==> src/rtl/dir_req_sequencer.sv <==
// Round-robin directory request sequencer: one outstanding directory op, pulsed request, valid/ready response.
// Optional ack timeout enabled by defining DIR_SEQ_TIMEOUT_EN.

package param_pkg;
  localparam int DCACHE_INDEX_WIDTH = 8;
  localparam int DCACHE_TAG_WIDTH   = 8;
  localparam int N_CPU              = 4;
  localparam int CPU_ID_WIDTH       = 2;

  typedef enum logic [1:0] {
    READ_OP       = 2'd0,
    WRITE_OP      = 2'd1,
    EVICT_OP      = 2'd2,
    WRITE_BACK_OP = 2'd3
  } op_dir_t;
endpackage

module dir_req_sequencer
  import param_pkg::*;
#(
  parameter int N_REQ          = 2,
  parameter int TIMEOUT_CYCLES = 16,
  localparam int SRC_W         = (N_REQ > 1) ? $clog2(N_REQ) : 1
) (
  input  logic                                     clk,
  input  logic                                     reset,
  input  logic [N_REQ-1:0]                         req_valid_i,
  output logic [N_REQ-1:0]                         req_ready_o,
  input  op_dir_t [N_REQ-1:0]                      req_op_i,
  input  logic [N_REQ-1:0][DCACHE_INDEX_WIDTH-1:0] req_index_i,
  input  logic [N_REQ-1:0][DCACHE_TAG_WIDTH-1:0]   req_tag_i,
  input  logic [N_REQ-1:0][CPU_ID_WIDTH-1:0]       req_cpu_id_i,
  output logic                                     rsp_valid_o,
  input  logic                                     rsp_ready_i,
  output logic [SRC_W-1:0]                         rsp_src_o,
  output logic [N_CPU-1:0]                         rsp_sharers_o,
  output logic                                     rsp_err_o,
  output logic                                     err_sticky_o,
  output logic                                     dir_req_o,
  output op_dir_t                                  dir_operation_o,
  output logic [DCACHE_INDEX_WIDTH-1:0]            dir_index_o,
  output logic [DCACHE_TAG_WIDTH-1:0]              dir_tag_o,
  output logic [CPU_ID_WIDTH-1:0]                  dir_cpu_id_o,
  input  logic [N_CPU-1:0]                         dir_sharers_i,
  input  logic                                     dir_ack_i
);

  if (N_REQ < 1 || TIMEOUT_CYCLES < 1) begin : g_cfg_check
    $error("dir_req_sequencer: N_REQ and TIMEOUT_CYCLES must be at least 1");
  end

  typedef enum logic [1:0] {IDLE, ISSUE, WAIT_ACK, RESP} state_t;

  state_t           state;
  state_t           next_state;
  logic [SRC_W-1:0] last_grant;
  logic [SRC_W-1:0] grant_idx;
  logic [SRC_W-1:0] cand;
  logic             grant_found;
  logic             expired;

  // Search starts one past the previous winner so every source gets a turn.
  always_comb begin
    grant_found = 1'b0;
    grant_idx   = '0;
    cand        = '0;
    for (int i = 1; i <= N_REQ; i++) begin
      cand = SRC_W'((int'(last_grant) + i) % N_REQ);
      if (!grant_found && req_valid_i[cand]) begin
        grant_found = 1'b1;
        grant_idx   = cand;
      end
    end
  end

  always_comb begin
    next_state  = state;
    req_ready_o = '0;
    rsp_valid_o = 1'b0;
    dir_req_o   = 1'b0;
    case (state)
      IDLE: begin
        if (grant_found && !reset) begin
          req_ready_o[grant_idx] = 1'b1;
          next_state             = ISSUE;
        end
      end
      ISSUE: begin
        dir_req_o  = 1'b1;
        next_state = WAIT_ACK;
      end
      WAIT_ACK: begin
        if (dir_ack_i || expired) next_state = RESP;
      end
      RESP: begin
        rsp_valid_o = 1'b1;
        if (rsp_ready_i) next_state = IDLE;
      end
      default: next_state = IDLE;
    endcase
  end

  always_ff @(posedge clk) begin
    if (reset) begin
      state           <= IDLE;
      last_grant      <= SRC_W'(N_REQ - 1);
      rsp_src_o       <= '0;
      rsp_sharers_o   <= '0;
      dir_operation_o <= READ_OP;
      dir_index_o     <= '0;
      dir_tag_o       <= '0;
      dir_cpu_id_o    <= '0;
    end else begin
      state <= next_state;
      // Operands are only loaded on handshake, so they stay frozen through ISSUE and WAIT_ACK.
      if (state == IDLE && grant_found) begin
        dir_operation_o <= req_op_i[grant_idx];
        dir_index_o     <= req_index_i[grant_idx];
        dir_tag_o       <= req_tag_i[grant_idx];
        dir_cpu_id_o    <= req_cpu_id_i[grant_idx];
        rsp_src_o       <= grant_idx;
        last_grant      <= grant_idx;
      end
      if (state == WAIT_ACK) begin
        if (dir_ack_i) rsp_sharers_o <= dir_sharers_i;
        else if (expired) rsp_sharers_o <= '0;
      end
    end
  end

`ifdef DIR_SEQ_TIMEOUT_EN
  localparam int CNT_W = $clog2(TIMEOUT_CYCLES + 1);

  logic [CNT_W-1:0] wait_cnt;

  assign expired = (state == WAIT_ACK) && (wait_cnt == CNT_W'(TIMEOUT_CYCLES - 1));

  // An ack arriving in the expiry cycle takes precedence over the timeout.
  always_ff @(posedge clk) begin
    if (reset) begin
      wait_cnt     <= '0;
      rsp_err_o    <= 1'b0;
      err_sticky_o <= 1'b0;
    end else begin
      if (state == ISSUE) wait_cnt <= '0;
      else if (state == WAIT_ACK && !expired) wait_cnt <= wait_cnt + 1'b1;
      if (state == WAIT_ACK) begin
        if (dir_ack_i) begin
          rsp_err_o <= 1'b0;
        end else if (expired) begin
          rsp_err_o    <= 1'b1;
          err_sticky_o <= 1'b1;
        end
      end
    end
  end
`else
  assign expired      = 1'b0;
  assign rsp_err_o    = 1'b0;
  assign err_sticky_o = 1'b0;
`endif

endmodule

==> config.mk <==
export PLATFORM = sky130hd
export DESIGN_NAME = dir_req_sequencer
export DESIGN_NICKNAME = d
export VERILOG_FILES = /design/src/rtl/dir_req_sequencer.sv
export SDC_FILE = /design/constraint.sdc
export NUM_CORES = 1
export LEC_CHECK = 0
export ABC_AREA = 1
export CAP_MARGIN = 20
export CORE_AREA = 3 3 72 74
export DETAILED_ROUTE_END_ITERATION = 10
export DIE_AREA = 0 0 75 77
export DONT_BUFFER_PORTS = 1
export SYNTH_ARGS = -nofsm -noshare
export SYNTH_HDL_FRONTEND = slang
export SYNTH_SLANG_ARGS = --single-unit
==> constraint.sdc <==
create_clock -name clk -period 1.6 [get_ports clk]
set_input_delay 0.24 -clock clk [delete_from_list [all_inputs] [get_ports clk]]
set_output_delay 0.24 -clock clk [all_outputs]
set_load 0.005 [all_outputs]
==> results.md, run 1 <==
* Switching Share at 0.395
* H-tree levels at 1
* NetSw at 0.974 mW
* Gr ovfl total at 0
* Slowest cell on the critical path: dfxtp_1
* Critical Path Fanout Max at 8
* Die H at 77 µm
* Slew Viols, Final at 0
* Tightest Hold Check Type: primary input to flop
* Routed wire per std cell at 13.0 µm
* Max Fclk at 661 MHz
* Crit path time final at 1510 ps
* Max Cap Viol at 0
* Clock share of power at 0.180
* Mapped Area at between 1000 and 1500 µm²
* Clock Sinks at 28
* Drt initial violations at 38
* DR DRC count at 0
* Sequential-to-total area share from yosys stat at 0.412
* Arrival @ worst endpoint at roughly 1300 ps
* Crit-path cells: inv_1 > ha_4 > o21ai_4 > nor3_4
* GR peak layer: met2
* CP Depth at 4
* Setup-failing EPs final at 0
* Setup TNS at 0 ps
* Worst Path Buf+Inv at 1
* Maximum VDD drop at 441 µV
* Initial Util at 0.292
* RSZ-0062 raised after global routing: false
* Leak pwr at 0.715 nW
* Yosys reg bits at 28
* Setup ws final at 87.5 ps
* Path depth of the worst reg2reg path at 6
* Clock Latency Late Sink at 270 ps
* Pin count of the biggest net entering global routing at 23
* DRT Wirelength at 3.43 mm
* Req. time, crit path at around 1400 ps
* ANT cells at 0
* Synth Instances at 212
* PD cells at approximately 1700 nW/µm²
* Nets at approximately 270
* DR vias/cell at 4.68
* Most common cell after layout, fill and taps aside: nand2_1
* ANT nets after route at 0
* Crit path max-delay family: flip-flops
* CP Launch Type: flop
* Slowest stage delay, CP at 360 ps
* Flop pwr share at 0.447
* Int Power at 1.49 mW
* Longest Clk Path Bufs at 2
* Die area at 5780 µm²
* Met3 Use GR at 0.0550
* Port Buffers at 0
* Total CTS buffers at 3
* Post-DP Area at 1390 µm²
* Syn Area/Cell at 6.42 µm²
* Commonest non-fill, non-tap cells in the layout: nand2_1 (74), nor2_1 (51), dfxtp_1 (28)
* Via count at 1236
* Die width at 75 µm
* Synth-to-layout area growth at 9.20%
* First-pass GRT wire length at 4.97 mm
* Row cnt at 25
* Core outline area at approximately 4700 µm²
* Final Hold Viols at 0
* Setup Crit Path Kind: flop to output pin
* Library cells used by synthesis at 15
* Clock Skew at 2.75 ps
* Clk slew on worst S/H paths at 100 ps
* Share of layout cells above drive strength 1 at 0.0667
* Worst Hold Depth at 1
* CTS tree: done
* Outcome: finished clean
* I/O pin cnt at between 80 and 90
* Finished Cell Area at 1490 µm²
* DRT Pass-1 Iters at 4
* Post-Place Setup Slack at between 100 and 150 ps
* Syn. warnings at 0
* Vias in the first global route at between 1000 and 1500
* Grt met2 use at 0.172
* Gr usage total at 0.111
* Detailed placer's ending HPWL at 2.53 mm
* Met1 Use GR at 0.137
* Crit share post-route at 0.945
* Logic pwr share at 0.373
* CP Capture Type: output pin
* GP Congestion at approximately 0.79
* Initial antenna violation count at 0
* Clock root buffer: clkbuf_8
## state kept, by name, indices dropped and copies added, names as in the netlist
signal	count
dir_cpu_id_o	2
state	2
dir_tag_o	8
rsp_src_o	1
dir_index_o	8
last_grant	1
dir_operation_o	2
rsp_sharers_o	4
## layer usage
metal	wire, µm	vias to the layer above	part of all wire
li1	-	644	-
met1	1480	520	0.43
met2	1510	70	0.44
met3	410	2	0.12
met4	23	0	0.0067
met5	0	-	0
## synthesized netlist by cell type
cell type	instances	share of area
o21ai_0	5	0.018
nand3_1	2	0.0074
nor2_1	51	0.14
conb_1	1	0.0028
ha_1	4	0.037
a21oi_1	3	0.011
o21ai_2	1	0.0064
o21ai_1	20	0.074
nand2_1	74	0.20
inv_2	2	0.0055
dfxtp_1	28	0.41
nor3_1	1	0.0037
buf_4	6	0.033
buf_2	6	0.022
inv_1	8	0.022
## cell families (layout without fill, tap and decap cells)
family	Yosys count	count (layout)	synth area share
other	1	2	0.00276
DFF	28	28	0.412
buffers and inverters	22	19	0.0828
AOI/OAI and AO/OA	29	29	0.109
and+or+nand+nor	128	128	0.356
adders and majority gates	4	4	0.0368
## power groups by stage
| stage | clock, mW | combinational (mW) | sequential [mW] |
|---|---|---|---|
| after floorplan | 0 | 0.719 | 1.07 |
| after global placement | 0 | 0.843 | 1.12 |
| after detailed placement | 0 | 0.857 | 1.12 |
| after CTS | 0.462 | 0.866 | 1.11 |
| after global routing | 0.498 | 1.07 | 1.14 |
| final | 0.445 | 0.920 | 1.10 |
## area by class of cell
class / count / area [µm²]
Clock buffer: 4 / 55.1
Fill cell: 517 / 3180
Inverter: 10 / 42.5
Multi-Input combinational cell: 163 / 722
Sequential cell: 28 / 561
Tap cell: 54 / 67.6
Timing Repair Buffer: 5 / 37.5
## metrics by stage
stage,power [mW],hold WS [ps],instances,utilization
4_1_cts,2.43,9.86,264,0.312
5_1_grt,2.70,0.143,264,0.319
3_3_place_gp,1.96,311,260,0.299
6_report,2.47,18.3,264,0.319
2_1_floorplan,1.78,309,213,-
3_5_place_dp,1.98,312,260,0.299
## path summary, 6_finish.rpt
| kind | from | end | slack, ps |
|---|---|---|---|
| max | state[1]$_SDFFE_PP0P_ | req_ready_o[0] | 90 |
| max reg2reg | state[1]$_SDFFE_PP0P_ | dir_tag_o[7]$_SDFFE_PP0P_ | 160 |
| min reg2reg | rsp_src_o$_SDFFE_PP0P_ | rsp_src_o$_SDFFE_PP0P_ | 490 |
| min | reset | rsp_src_o$_SDFFE_PP0P_ | 20 |
## what timing repair did
action	in CTS	in global routing
hold buffers	0	0
gates cloned	0	0
setup buffers	0	0
setup endpoints to repair	2	22
pin swaps	0	1
gates resized for setup	2	5
Power figures use the tool's default switching activity.
==> run 2, diff against run 1 <==
SLEW_MARGIN = 10   (was default)
==> results of run 2 <==
Same layout as run 1: the final DEF is identical, and so are final timing and power.
==> edit (settings of run 2) <==
The parameter `N_REQ` goes from 2 to 1.
--- a/src/rtl/dir_req_sequencer.sv
+++ b/src/rtl/dir_req_sequencer.sv
@@ -18,7 +18,7 @@
 module dir_req_sequencer
   import param_pkg::*;
 #(
-  parameter int N_REQ          = 2,
+  parameter int N_REQ          = 1,
   parameter int TIMEOUT_CYCLES = 16,
   localparam int SRC_W         = (N_REQ > 1) ? $clog2(N_REQ) : 1
 ) (
Ports: changed (6 resized); port bits go from 81 to 59. The function was not compared with the original's and may differ.
==> edit against run 2 <==
Global-route usage is 2.8 points lower. Final area is 22% lower. Total power is 16% lower. Sequential power is 15% lower. Setup slack better by 0.021 ns. Routed wire length is 33% lower. Area after synthesis is 22% lower. Critical path type unchanged. Largest power group unchanged. Largest cell class is now sequential cells. Sequential cell count is 2 lower.
==> edit: results (changes against run 2) <==
{| class="wikitable"
! Metric !! Value
|-
| Result of the run || finished clean
|-
| Dominant cells by area after synthesis || dfxtp_1, nor2_1, o21ai_0, ha_1, buf_6
|-
| Post-place setup slack || 0.322 ns (+0.215 ns)
|-
| Vias after detailed routing || 789 (-36%)
|-
| Final #Nets || 172 (-35%)
|-
| Pre-antenna DRT Iters || 3 (-1)
|-
| Post-route clock skew || 0.00740 ns (+0.00466 ns)
|-
| Leak || 0.499 nW (-30%)
|-
| Largest net degree at the start of global routing || 21 (-8.7%)
|-
| Worst hold slack || 0.111 ns (+0.0924 ns)
|-
| First-pass GRT wire length || 3690 um (-26%)
|-
| First DRT Iteration DRCs || 10 (-74%)
|-
| Register-to-register setup slack || 0.39 ns (+0.23 ns)
|-
| WL per Instance || 12.0 um (-7.3%)
|-
| Number of global-route vias before repair || 772 (-24%)
|-
| Routability congestion estimate || 0.702 (-11%)
|-
| Fraction of the yosys area taken by sequential cells || 49.2% (+8.0 points)
|-
| Critical path fanouts, max || 11 (+3)
|-
| Synth Area in Compound Gates || 12.3% (+1.3 points)
|-
| Peak supply drop || 0.000535 V (+21%)
|-
| List of most frequent post-synthesis cells || nor2_1, dfxtp_1, o21ai_0
|-
| Highest attainable clock frequency || 671 MHz (+1.4%)
|-
| Arrival time worst endpoint || 1.25 ns (-0.02 ns)
|-
| Proportion of layout cells with a drive suffix above 1 || 8.70% (+2.0 points)
|-
| Total routing resource utilization after global routing || 8.31% (-2.8 points)
|-
| Synth cell types || 16 (+1)
|-
| Dpl hpwl || 1760 um (-30%)
|}
-- edit: logic make-up after synthesis --
kind of cell,after synthesis
AO/OA/AOI/OAI,26
adder cells (fa/ha/maj),4
buffers and inverters,18
flip-flops,26
other,1
AND/OR/NAND/NOR,63
-- edit: per-stage QoR --
step	instance area (um2)	util, %	cells
after detailed placement	1080	23.1	188
after floorplan	1070	-	140
after global routing	1160	24.9	192
after global placement	1080	23.1	188
final	1160	24.9	192
after CTS	1150	24.7	192
-- edit: worst max-delay path: cells and delay by family, from the launching register on --
family	cells	cell delay [ns]
buffers and inverters	2	0.29
and+or+nand+nor	2	0.18
adders and majority gates	1	0.16
DFF	1	0.35
-- edit: final cells by class --
type / count / area [um2]
Sequential cell: 26 / 520
Inverter: 9 / 33.8
Timing Repair Buffer: 3 / 22.5
Clock inverter: 1 / 30.0
Fill cell: 510 / 3500
Tap cell: 54 / 67.6
Multi-Input combinational cell: 96 / 447
Clock buffer: 3 / 41.3
-- edit: where the power goes --
group	internal, mW	switching (mW)	total, mW
Sequential	0.815	0.123	0.938
Combinational	0.232	0.356	0.588
Clock	0.335	0.217	0.551
Total	1.38	0.696	2.08
-- edit: timing repair --
item	CTS	global route
setup endpoints to repair	0	1
hold endpoints to repair	0	0
gates resized for setup	0	2
-- edit: path summary, 6_finish.rpt --
check	end	startpoint	depth (start not counted)
worst max-delay path	req_ready_o	state[1]	5
worst max register to register	dir_tag_o[2]	state[1]	6
worst min register to register	dir_tag_o[0]	dir_tag_o[0]	2
worst min-delay path	dir_tag_o[7]	req_tag_i[7]	2
-- edit: per-layer routing --
layer	global-route usage, %	part of all wire, %	vias up
met3	3.93	13	2
met1	9.86	43	330
met5	0	0	-
met4	3.20	0.61	0
li1	-	-	423
met2	12.7	43	34
